`src/rtl/gate_exerciser.sv`:
```
// Self-test master for the two-input gate block: walks a/b through 00,01,10,11 for LOOPS passes
// and checks the seven gate outputs. Optional macro GATE_EXER_STOP_ON_FAIL_EN ends a run at the first failing check.
module gate_exerciser #(
   parameter int unsigned SETTLE_CYCLES = 2,
   parameter int unsigned LOOPS         = 1
) (
   input  logic       clk,
   input  logic       rst_n,
   input  logic       start,
   output logic       a,
   output logic       b,
   input  logic       and_in,
   input  logic       or_in,
   input  logic       not_in,
   input  logic       nand_in,
   input  logic       nor_in,
   input  logic       xor_in,
   input  logic       xnor_in,
   output logic       busy,
   output logic       done,
   output logic       pass,
   output logic [7:0] err_count,
   output logic [6:0] err_vec
);

   localparam int unsigned CNT_W  = (SETTLE_CYCLES > 1) ? $clog2(SETTLE_CYCLES) : 1;
   localparam int unsigned LOOP_W = (LOOPS > 1) ? $clog2(LOOPS) : 1;
   localparam logic [CNT_W-1:0]  CNT_RELOAD = CNT_W'(SETTLE_CYCLES - 1);
   localparam logic [LOOP_W-1:0] LOOP_LAST  = LOOP_W'(LOOPS - 1);

   typedef enum logic [1:0] {
      S_IDLE,
      S_SETTLE,
      S_CHECK,
      S_DONE
   } state_t;

   state_t            state_q;
   logic [CNT_W-1:0]  cnt_q;
   logic [LOOP_W-1:0] loop_q;
   logic [1:0]        vec_q;
   logic [1:0]        vec_d;
   logic              a_q, b_q, busy_q, done_q, pass_q;
   logic [7:0]        err_count_q;
   logic [6:0]        err_vec_q;

   logic [6:0] exp_c, obs_c, mask_c;
   logic       last_c, stop_c;

   // Expected gate responses for the vector currently driven, bit order {xnor,xor,nor,nand,not,or,and}
   always_comb begin
      exp_c  = {~(a_q ^ b_q), a_q ^ b_q, ~(a_q | b_q), ~(a_q & b_q), ~a_q, a_q | b_q, a_q & b_q};
      obs_c  = {xnor_in, xor_in, nor_in, nand_in, not_in, or_in, and_in};
      mask_c = exp_c ^ obs_c;
      last_c = (vec_q == 2'd3) && (loop_q == LOOP_LAST);
      vec_d  = vec_q + 2'd1;
`ifdef GATE_EXER_STOP_ON_FAIL_EN
      stop_c = |mask_c;
`else
      stop_c = 1'b0;
`endif
   end

   always_ff @(posedge clk or negedge rst_n) begin
      if (!rst_n) begin
         state_q     <= S_IDLE;
         cnt_q       <= '0;
         loop_q      <= '0;
         vec_q       <= '0;
         a_q         <= 1'b0;
         b_q         <= 1'b0;
         busy_q      <= 1'b0;
         done_q      <= 1'b0;
         pass_q      <= 1'b0;
         err_count_q <= '0;
         err_vec_q   <= '0;
      end else begin
         done_q <= 1'b0;
         unique case (state_q)
            S_IDLE: begin
               if (start) begin
                  err_count_q <= '0;
                  err_vec_q   <= '0;
                  pass_q      <= 1'b0;
                  vec_q       <= '0;
                  loop_q      <= '0;
                  a_q         <= 1'b0;
                  b_q         <= 1'b0;
                  cnt_q       <= CNT_RELOAD;
                  busy_q      <= 1'b1;
                  state_q     <= S_SETTLE;
               end
            end
            S_SETTLE: begin
               if (cnt_q == '0) begin
                  state_q <= S_CHECK;
               end else begin
                  cnt_q <= cnt_q - CNT_W'(1);
               end
            end
            S_CHECK: begin
               err_vec_q <= err_vec_q | mask_c;
               if ((|mask_c) && (err_count_q != 8'hFF)) begin
                  err_count_q <= err_count_q + 8'd1;
               end
               if (last_c || stop_c) begin
                  state_q <= S_DONE;
               end else begin
                  // Vector 3 wraps back to 0 and opens the next pass
                  vec_q <= vec_d;
                  if (vec_q == 2'd3) begin
                     loop_q <= loop_q + LOOP_W'(1);
                  end
                  a_q     <= vec_d[1];
                  b_q     <= vec_d[0];
                  cnt_q   <= CNT_RELOAD;
                  state_q <= S_SETTLE;
               end
            end
            S_DONE: begin
               done_q  <= 1'b1;
               busy_q  <= 1'b0;
               pass_q  <= (err_count_q == 8'd0);
               state_q <= S_IDLE;
            end
            default: state_q <= S_IDLE;
         endcase
      end
   end

   assign a         = a_q;
   assign b         = b_q;
   assign busy      = busy_q;
   assign done      = done_q;
   assign pass      = pass_q;
   assign err_count = err_count_q;
   assign err_vec   = err_vec_q;

endmodule
```
`config.mk`:
```
export PLATFORM = sky130hd
export DESIGN_NAME = gate_exerciser
export DESIGN_NICKNAME = d
export VERILOG_FILES = /design/src/rtl/gate_exerciser.sv
export SDC_FILE = /design/constraint.sdc
export NUM_CORES = 1
export LEC_CHECK = 0
export BUFFER_PORTS_ARGS = -buffer_cell sky130_fd_sc_hd__buf_2
export CAP_MARGIN = 20
export CELL_PAD_IN_SITES_DETAIL_PLACEMENT = 1
export CELL_PAD_IN_SITES_GLOBAL_PLACEMENT = 1
export CORE_MARGIN = 8
export CORE_UTILIZATION = 30
export DETAILED_ROUTE_END_ITERATION = 12
export PLACE_DENSITY_LB_ADDON = 0.1
export SETUP_SLACK_MARGIN = 0.1
export SYNTH_ARGS = -nofsm -noshare
export SYNTH_HDL_FRONTEND = slang
export SYNTH_SLANG_ARGS = --single-unit
```
`constraint.sdc`:
```
create_clock -name clk -period 2.6 [get_ports clk]
set_clock_uncertainty 0.1 [all_clocks]
set_input_delay 0.39 -clock clk [delete_from_list [all_inputs] [get_ports clk]]
set_output_delay 0.39 -clock clk [all_outputs]
set_load 0.05 [all_outputs]
```
# == Yosys cells after proc, flatten, opt, wreduce, memory -nomap -nowiden ==
# Index checks and enable logic that the tools add are counted.
# word_totals
ff_bits,26
output_inout_bits,20
wordCells,77
# op_classes
muxes,27
addsub,4
n_eq_ne,10
n_reduce_logical,15
bitwise,10
# op_table
operator,count
8-bit 2-to-1 mux,2
8-bit case mux with 2 select lines,1
7-bit case mux with 2 select lines,1
2-bit 2-to-1 mux,5
2-bit inequality test (second input constant),5
1-bit case mux with 2 select lines,5
1-bit 2-to-1 mux,9
3-bit AND reduction,3
8-bit by 1-bit adder with 8-bit output (second input constant),1
8-bit zero test,1
8-bit inequality test (second input constant),1
2-bit case mux with 4 select lines,1
7-bit 2-to-1 mux,1
7-bit bitwise OR,1
7-bit OR reduction,1
7-bit bitwise XOR,1
2-bit == test (second input constant),3
2-bit AND reduction,3
1-bit inverter,5
2-bit case mux with 2 select lines,1
4-bit AND reduction,1
2-bit nonzero test,2
1-bit case mux with 3 select lines,1
3-bit nonzero test,1
other kinds (9),10

# == Depth between registers and ports, before layout ==
# Gate-level depths: netlist of run 1.
# depth
depth_word,7
ltp_mapped,7
depth_no_buf,7

# == Worst setup path before layout of run 1 ==
# OpenSTA, ideal clock, no wires.
# synth_timing
path_kind,register to register
start,"register, netlist name vec_q[1]"
end,register err_count_q[1] (netlist: err_count[1])
stages_incl_launch_ff,8
setup_slack_ns,0.256
setup_time_ns,0.127
t_arrival_ns,2.118
synth_period_minus_slack_ns,2.344
path_cell_list,dfrtp_1 > inv_1 > ha_1 > or3b_1 > a21oi_2 > a31oi_4 > a21o_1 > mux2i_1
# synth_rtl
element,line_no,rtl
end signal: assignment,104,err_count_q <= err_count_q + 8'd1;
end: declaration,44,logic [7:0] err_count_q;

==> impl_metrics.csv, run 1 <==
group,metric,value,unit
yosys,synthFlopType,"dfrtp_1",
yosys,synth.cell_area,0.00127,mm^2
detailed_routing,wire_per_inst,16.4,um
placement,pre_cts_slack,0.377,ns
detailed_routing,dr.pass1.iters,4,
sta,period_minus_slack,2.23,ns
clock_network,cts_buffers,3,
pwr,power,1660,uW
floorplan,die_area,0.00656,mm^2
detailed_routing,num_vias,1077,
pwr,p_sw,827,uW
clock_network,path_clk_slew,0.09,ns
floorplan,die_w,81,um
pwr,p_per_area,1100,mW/mm^2
detailed_routing,drc,0,
placement,hpwlAfterDp,2560,um
cells_and_area,nets,176,
worst_setup_path,slowest_delay,0.48,ns
cells_and_area,antennaDiodeCount,0,
yosys,yosysWarnings,0,
clock_network,cts_hold_buffers,0,
yosys,ys_types,32,
detailed_routing,drt-total-wl,3420,um
flow_run,maxCapViolCount,0,
clock_network,htreeDepth,1,
worst_setup_path,r2r-start,"vec_q[1]",
yosys,synthesis.nets,144,
floorplan,die_h,81,um
sta,min_period_over_period,85.6,%
sta,max_freq,449,MHz
sta,rsz0062_at_grt,"no",
yosys,synth_top_area_share,47.4,%
sta,fin_tns_setup,0,ns
global_routing,grt_max_degree,25,
sta,worstMarginPinSlew,0.555,ns
global_routing,grt_pass1_vias,1143,
global_routing,grt_pass1_wl,5550,um
floorplan,core-area,0.00403,mm^2
cells_and_area,multi_input_area,629,um^2
clock_network,clk_latency,0.26,ns
min_path,hp-class,"in -> async",
yosys,synth_area_leaders,"dfrtp_1, ha_1, a21oi_1",
sta,setup_ws,0.374,ns
worst_setup_path,path_cells,"inv_1 > ha_1 > or3b_1 > a21oi_2 > a31oi_4 > a21o_1 > a31oi_1",
yosys,synth_common_cells,"dfrtp_1, nor2_1, a21oi_1, nand2_1, inv_1",
floorplan,ios,30,
worst_setup_path,end_kind,"flip-flop",
worst_setup_path,worstSetupPathType,"reg -> reg",
floorplan,rows,23,
placement,place.gp.congestion,0.838,
worst_setup_path,slowest_stage,"dfrtp_1",
clock_network,cts_root_buf,"clkbuf_8",
worst_setup_path,worst_r2r_path_depth,7,
pwr,max-vdd-ir-drop,0.000426,V
yosys,syn-instance-count,129,
yosys,synth_top_cell_by_area,"dfrtp_1",
worst_setup_path,r2r_end,"err_count[4]",
global_routing,track_usage,10.8,%
placement,numPortBuffers,29,
worst_setup_path,crit_buf_inv,1,
worst_setup_path,cp.arrival,2.31,ns
sta,setup_viol,0,
yosys,async_flop_share,100,%
cells_and_area,largest_reg_flops,8,
yosys,synth_edf_count,0,
cells_and_area,area_growth,19.6,%
worst_setup_path,crit_fanout,9,
cells_and_area,drive_gt1_share,23.9,%
worst_setup_path,startpoint_type,"flip-flop",
clock_network,cts_buffer_depth,2,
yosys,avgSynthCellArea,9.83,um^2
worst_setup_path,cp.required,2.68,ns
yosys,synth_seq_cells,24,
worst_setup_path,crit_family,"compound AO/OA/AOI/OAI gates",
global_routing,antenna_found_initial,0,
yosys,yosysMostFrequentCell,"dfrtp_1",
sta,relSlewSlack,63.0,%
worst_setup_path,critPathLaunch,"vec_q[1]",
clock_network,cts_resized,0,
pwr,swShare,49.8,%
detailed_routing,ant_nets,0,
pwr,seq_power_share,35.6,%
run_status,outcome,"finished, final reports clean",
worst_setup_path,worst-r2r-setup-slack,0.37,ns
cells_and_area,seq_area,601,um^2
clock_network,tritoncts,"done",
clock_network,cts_sinks,24,
detailed_routing,drt_iter0_drc,37,
cells_and_area,fillers,485,
pwr,comb_power_share,50.9,%
yosys,yosysSeqAreaShare,47.4,%
global_routing,grt.overflow.total,0,
floorplan,start_util,31.5,%
clock_network,cts_setup_buffers,0,
sta,hold_viol_final,0,
pwr,intPower,833,uW
pwr,leakage,0.000747,uW
sta,drv_slew,0,
detailed_routing,drt-vias-per-instance,5.15,
pwr,pwr-share-clk,13.5,%
==> cells by family (layout without fill, tap and decap cells) <==
group,Yosys count,count (layout),share of synthesized area (%)
flops,24,24,47.4
buf+inv,10,40,2.96
xor+xnor,8,8,5.53
simple gates,46,46,18.4
mux,3,3,2.47
fa+ha+maj,5,5,4.94
compound gates,33,33,18.4
==> worst max-delay path by stage <==
stage	end	slack [ns]	cells past startpoint
after global routing	err_count[4]	0.21	7
after detailed placement	err_count[4]	0.38	7
after CTS	err_count[4]	0.36	7
after global placement	err_count[1]	0.49	7
after floorplan	err_count[1]	0.26	7
final	err_count[4]	0.37	7
==> power groups by stage <==
stage	Combinational (uW)	Clock, uW	Sequential [uW]
CTS	863	235	591
finish	845	224	592
floorplan	363	0	859
global route	921	241	609
detailed placement	861	0	598
global placement	846	0	592
==> layout by cell type, fill, tap and decap left out <==
master / count
buf_2: 29
dfrtp_1: 24
nor2_1: 13
nand2_1: 10
a21oi_1: 10
inv_1: 6
nor2b_1: 5
xnor2_1: 5
ha_1: 5
a22o_1: 4
nand3_1: 4
nand2b_1: 4
a31oi_1: 4
xor2_1: 3
clkbuf_8: 3
a21o_1: 2
o22ai_1: 2
nand3b_1: 2
and4_1: 2
mux2i_1: 2
a41oi_1: 2
nor3_1: 2
o21ai_1: 2
o21a_1: 2
o21ai_0: 2
buf_4: 2
mux2_2: 1
nor4_1: 1
and3_1: 1
o22ai_2: 1
or3b_1: 1
a21oi_2: 1
a31oi_4: 1
nand4_1: 1
==> per-stage QoR <==
step	std cells	util, %	instance area (um^2)	hold slack (ns)
3_3_place_gp	206	36.6	1480	0.310
5_1_grt	209	37.6	1520	0.0495
3_5_place_dp	206	36.6	1480	0.327
6_report	209	37.6	1520	0.00351
2_1_floorplan	129	-	1270	-0.00559
4_1_cts	209	37.6	1520	0.0271
==> layout make-up <==
cell class,instances,share of cell area (%)
Timing Repair Buffer,31,10.6
Inverter,6,1.49
Clock buffer,3,2.72
Multi-Input combinational cell,95,41.5
Tap cell,50,4.13
Sequential cell,24,39.6
==> routing by layer <==
layer  wire length [um]  track usage [%]
met5                  0                0
met4                 21             3.39
met3                173             2.65
met2               1690             17.9
met1               1540             13.5
Note: power is estimated with default switching activity, not from simulation.
==> run 2: changes to the inputs <==
Settings changed: MAX_ROUTING_LAYER set to met4.
==> impl_metrics.csv, run 2 (synthesized netlist as in run 1, its figures left out) <==
group,metric,value,unit
detailed_routing,dr.pass1.iters,4,
cells_and_area,largest_reg_flops,8,
clock_network,cts_buffers,3,
clock_network,cts_hold_buffers,0,
placement,numPortBuffers,29,
pwr,pwr-share-clk,13.5,%
worst_setup_path,cp.arrival,2.31,ns
detailed_routing,num_vias,1070,
clock_network,cts_root_buf,"clkbuf_8",
cells_and_area,nets,176,
pwr,swShare,49.9,%
clock_network,path_clk_slew,0.09,ns
worst_setup_path,cp.required,2.68,ns
sta,relSlewSlack,62.9,%
pwr,max-vdd-ir-drop,0.000426,V
clock_network,tritoncts,"done",
floorplan,die_area,0.00656,mm^2
pwr,leakage,0.000747,uW
sta,setup_ws,0.373,ns
clock_network,cts_resized,0,
pwr,intPower,833,uW
worst_setup_path,crit_fanout,9,
worst_setup_path,end_kind,"flip-flop",
placement,pre_cts_slack,0.377,ns
placement,place.gp.congestion,0.850,
clock_network,htreeDepth,1,
detailed_routing,drt-vias-per-instance,5.12,
sta,max_freq,449,MHz
clock_network,cts_sinks,24,
global_routing,grt_max_degree,25,
cells_and_area,final_area,0.00152,mm^2
detailed_routing,wire_per_inst,16.4,um
global_routing,antenna_found_initial,0,
worst_setup_path,worstSetupPathType,"reg -> reg",
sta,hold_viol_final,0,
cells_and_area,mostFrequentLayoutCell,"buf_2",
cells_and_area,fillers,485,
cells_and_area,drive_gt1_share,23.9,%
floorplan,die_h,81,um
placement,hpwlAfterDp,2560,um
sta,rsz0062_at_grt,"no",
cells_and_area,area_growth,19.6,%
detailed_routing,drc,0,
floorplan,start_util,31.5,%
clock_network,cts_setup_buffers,0,
sta,drv_slew,0,
worst_setup_path,startpoint_type,"flip-flop",
run_status,outcome,"finished, final reports clean",
global_routing,grt.overflow.total,0,
flow_run,maxCapViolCount,0,
sta,setup_viol,0,
cells_and_area,antennaDiodeCount,0,
sta,min_period_over_period,85.6,%
sta,period_minus_slack,2.23,ns
pwr,p_per_area,1100,mW/mm^2
cells_and_area,layout_common_cells,"buf_2, dfrtp_1, nor2_1, nand2_1, a21oi_1",
sta,fin_tns_setup,0,ns
floorplan,ios,30,
detailed_routing,ant_nets,0,
worst_setup_path,worst-r2r-setup-slack,0.37,ns
floorplan,rows,23,
global_routing,grt_pass1_vias,1140,
pwr,power,1660,uW
min_path,hp-class,"in -> async",
detailed_routing,drt_iter0_drc,37,
floorplan,core-area,0.00403,mm^2
clock_network,clk_latency,0.26,ns
pwr,comb_power_share,50.9,%
global_routing,grt_pass1_wl,5560,um
pwr,seq_power_share,35.6,%
placement,dpl_cell_area,0.00148,mm^2
floorplan,die_w,81,um
pwr,p_sw,829,uW
sta,holdWs,0.00402,ns
global_routing,track_usage,11.1,%
sta,worstMarginPinSlew,0.556,ns
detailed_routing,drt-total-wl,3430,um
clock_network,cts_buffer_depth,2,
[run 2: area by class of cell]
| class | instances | area (um^2) | share of cell area, % |
|---|---|---|---|
| Sequential cell | 24 | 601 | 39.6 |
| Timing Repair Buffer | 31 | 160 | 10.6 |
| Multi-Input combinational cell | 95 | 629 | 41.5 |
| Tap cell | 50 | 62.6 | 4.13 |
| Clock buffer | 3 | 41.3 | 2.72 |
| Inverter | 6 | 22.5 | 1.49 |
[run 2: worst paths after layout]
kind,startpoint,cells past startpoint,end
worst max-delay path,vec_q[1],7,err_count[4]
worst min-delay path,rst_n,1,err_count[6]
worst max register to register,vec_q[1],7,err_count[4]
worst min register to register,busy,1,busy
max in group asynchronous,rst_n,1,err_vec[4]
min in group clk,busy,1,busy
[run 2: power by group through the flow]
stage | combinational (uW) | clock (uW) | sequential (uW)
2_1_floorplan | 363 | 0 | 859
3_3_place_gp | 846 | 0 | 592
3_5_place_dp | 861 | 0 | 598
4_1_cts | 863 | 235 | 591
5_1_grt | 920 | 241 | 610
6_report | 846 | 224 | 592
[run 2: layer usage]
layer	GRT usage, %	part of all wire (%)	vias up
met5	-	0	-
met3	2.32	4.3	2
met2	17.9	49	22
met1	13.7	46	530
met4	3.39	0.64	0
li1	-	-	516
[run 2: stage by stage]
step	utilization, %	std cells
floorplan	-	129
global placement	36.6	206
detailed placement	36.6	206
CTS	37.6	209
global route	37.6	209
finish	37.6	209
[run 2: worst max-delay path, cell delays in order (launching register included)]
cell	delay, ns
dfrtp_1	0.48
inv_1	0.07
ha_1	0.25
or3b_1	0.40
a21oi_2	0.19
a31oi_4	0.17
a21o_1	0.28
a31oi_1	0.20
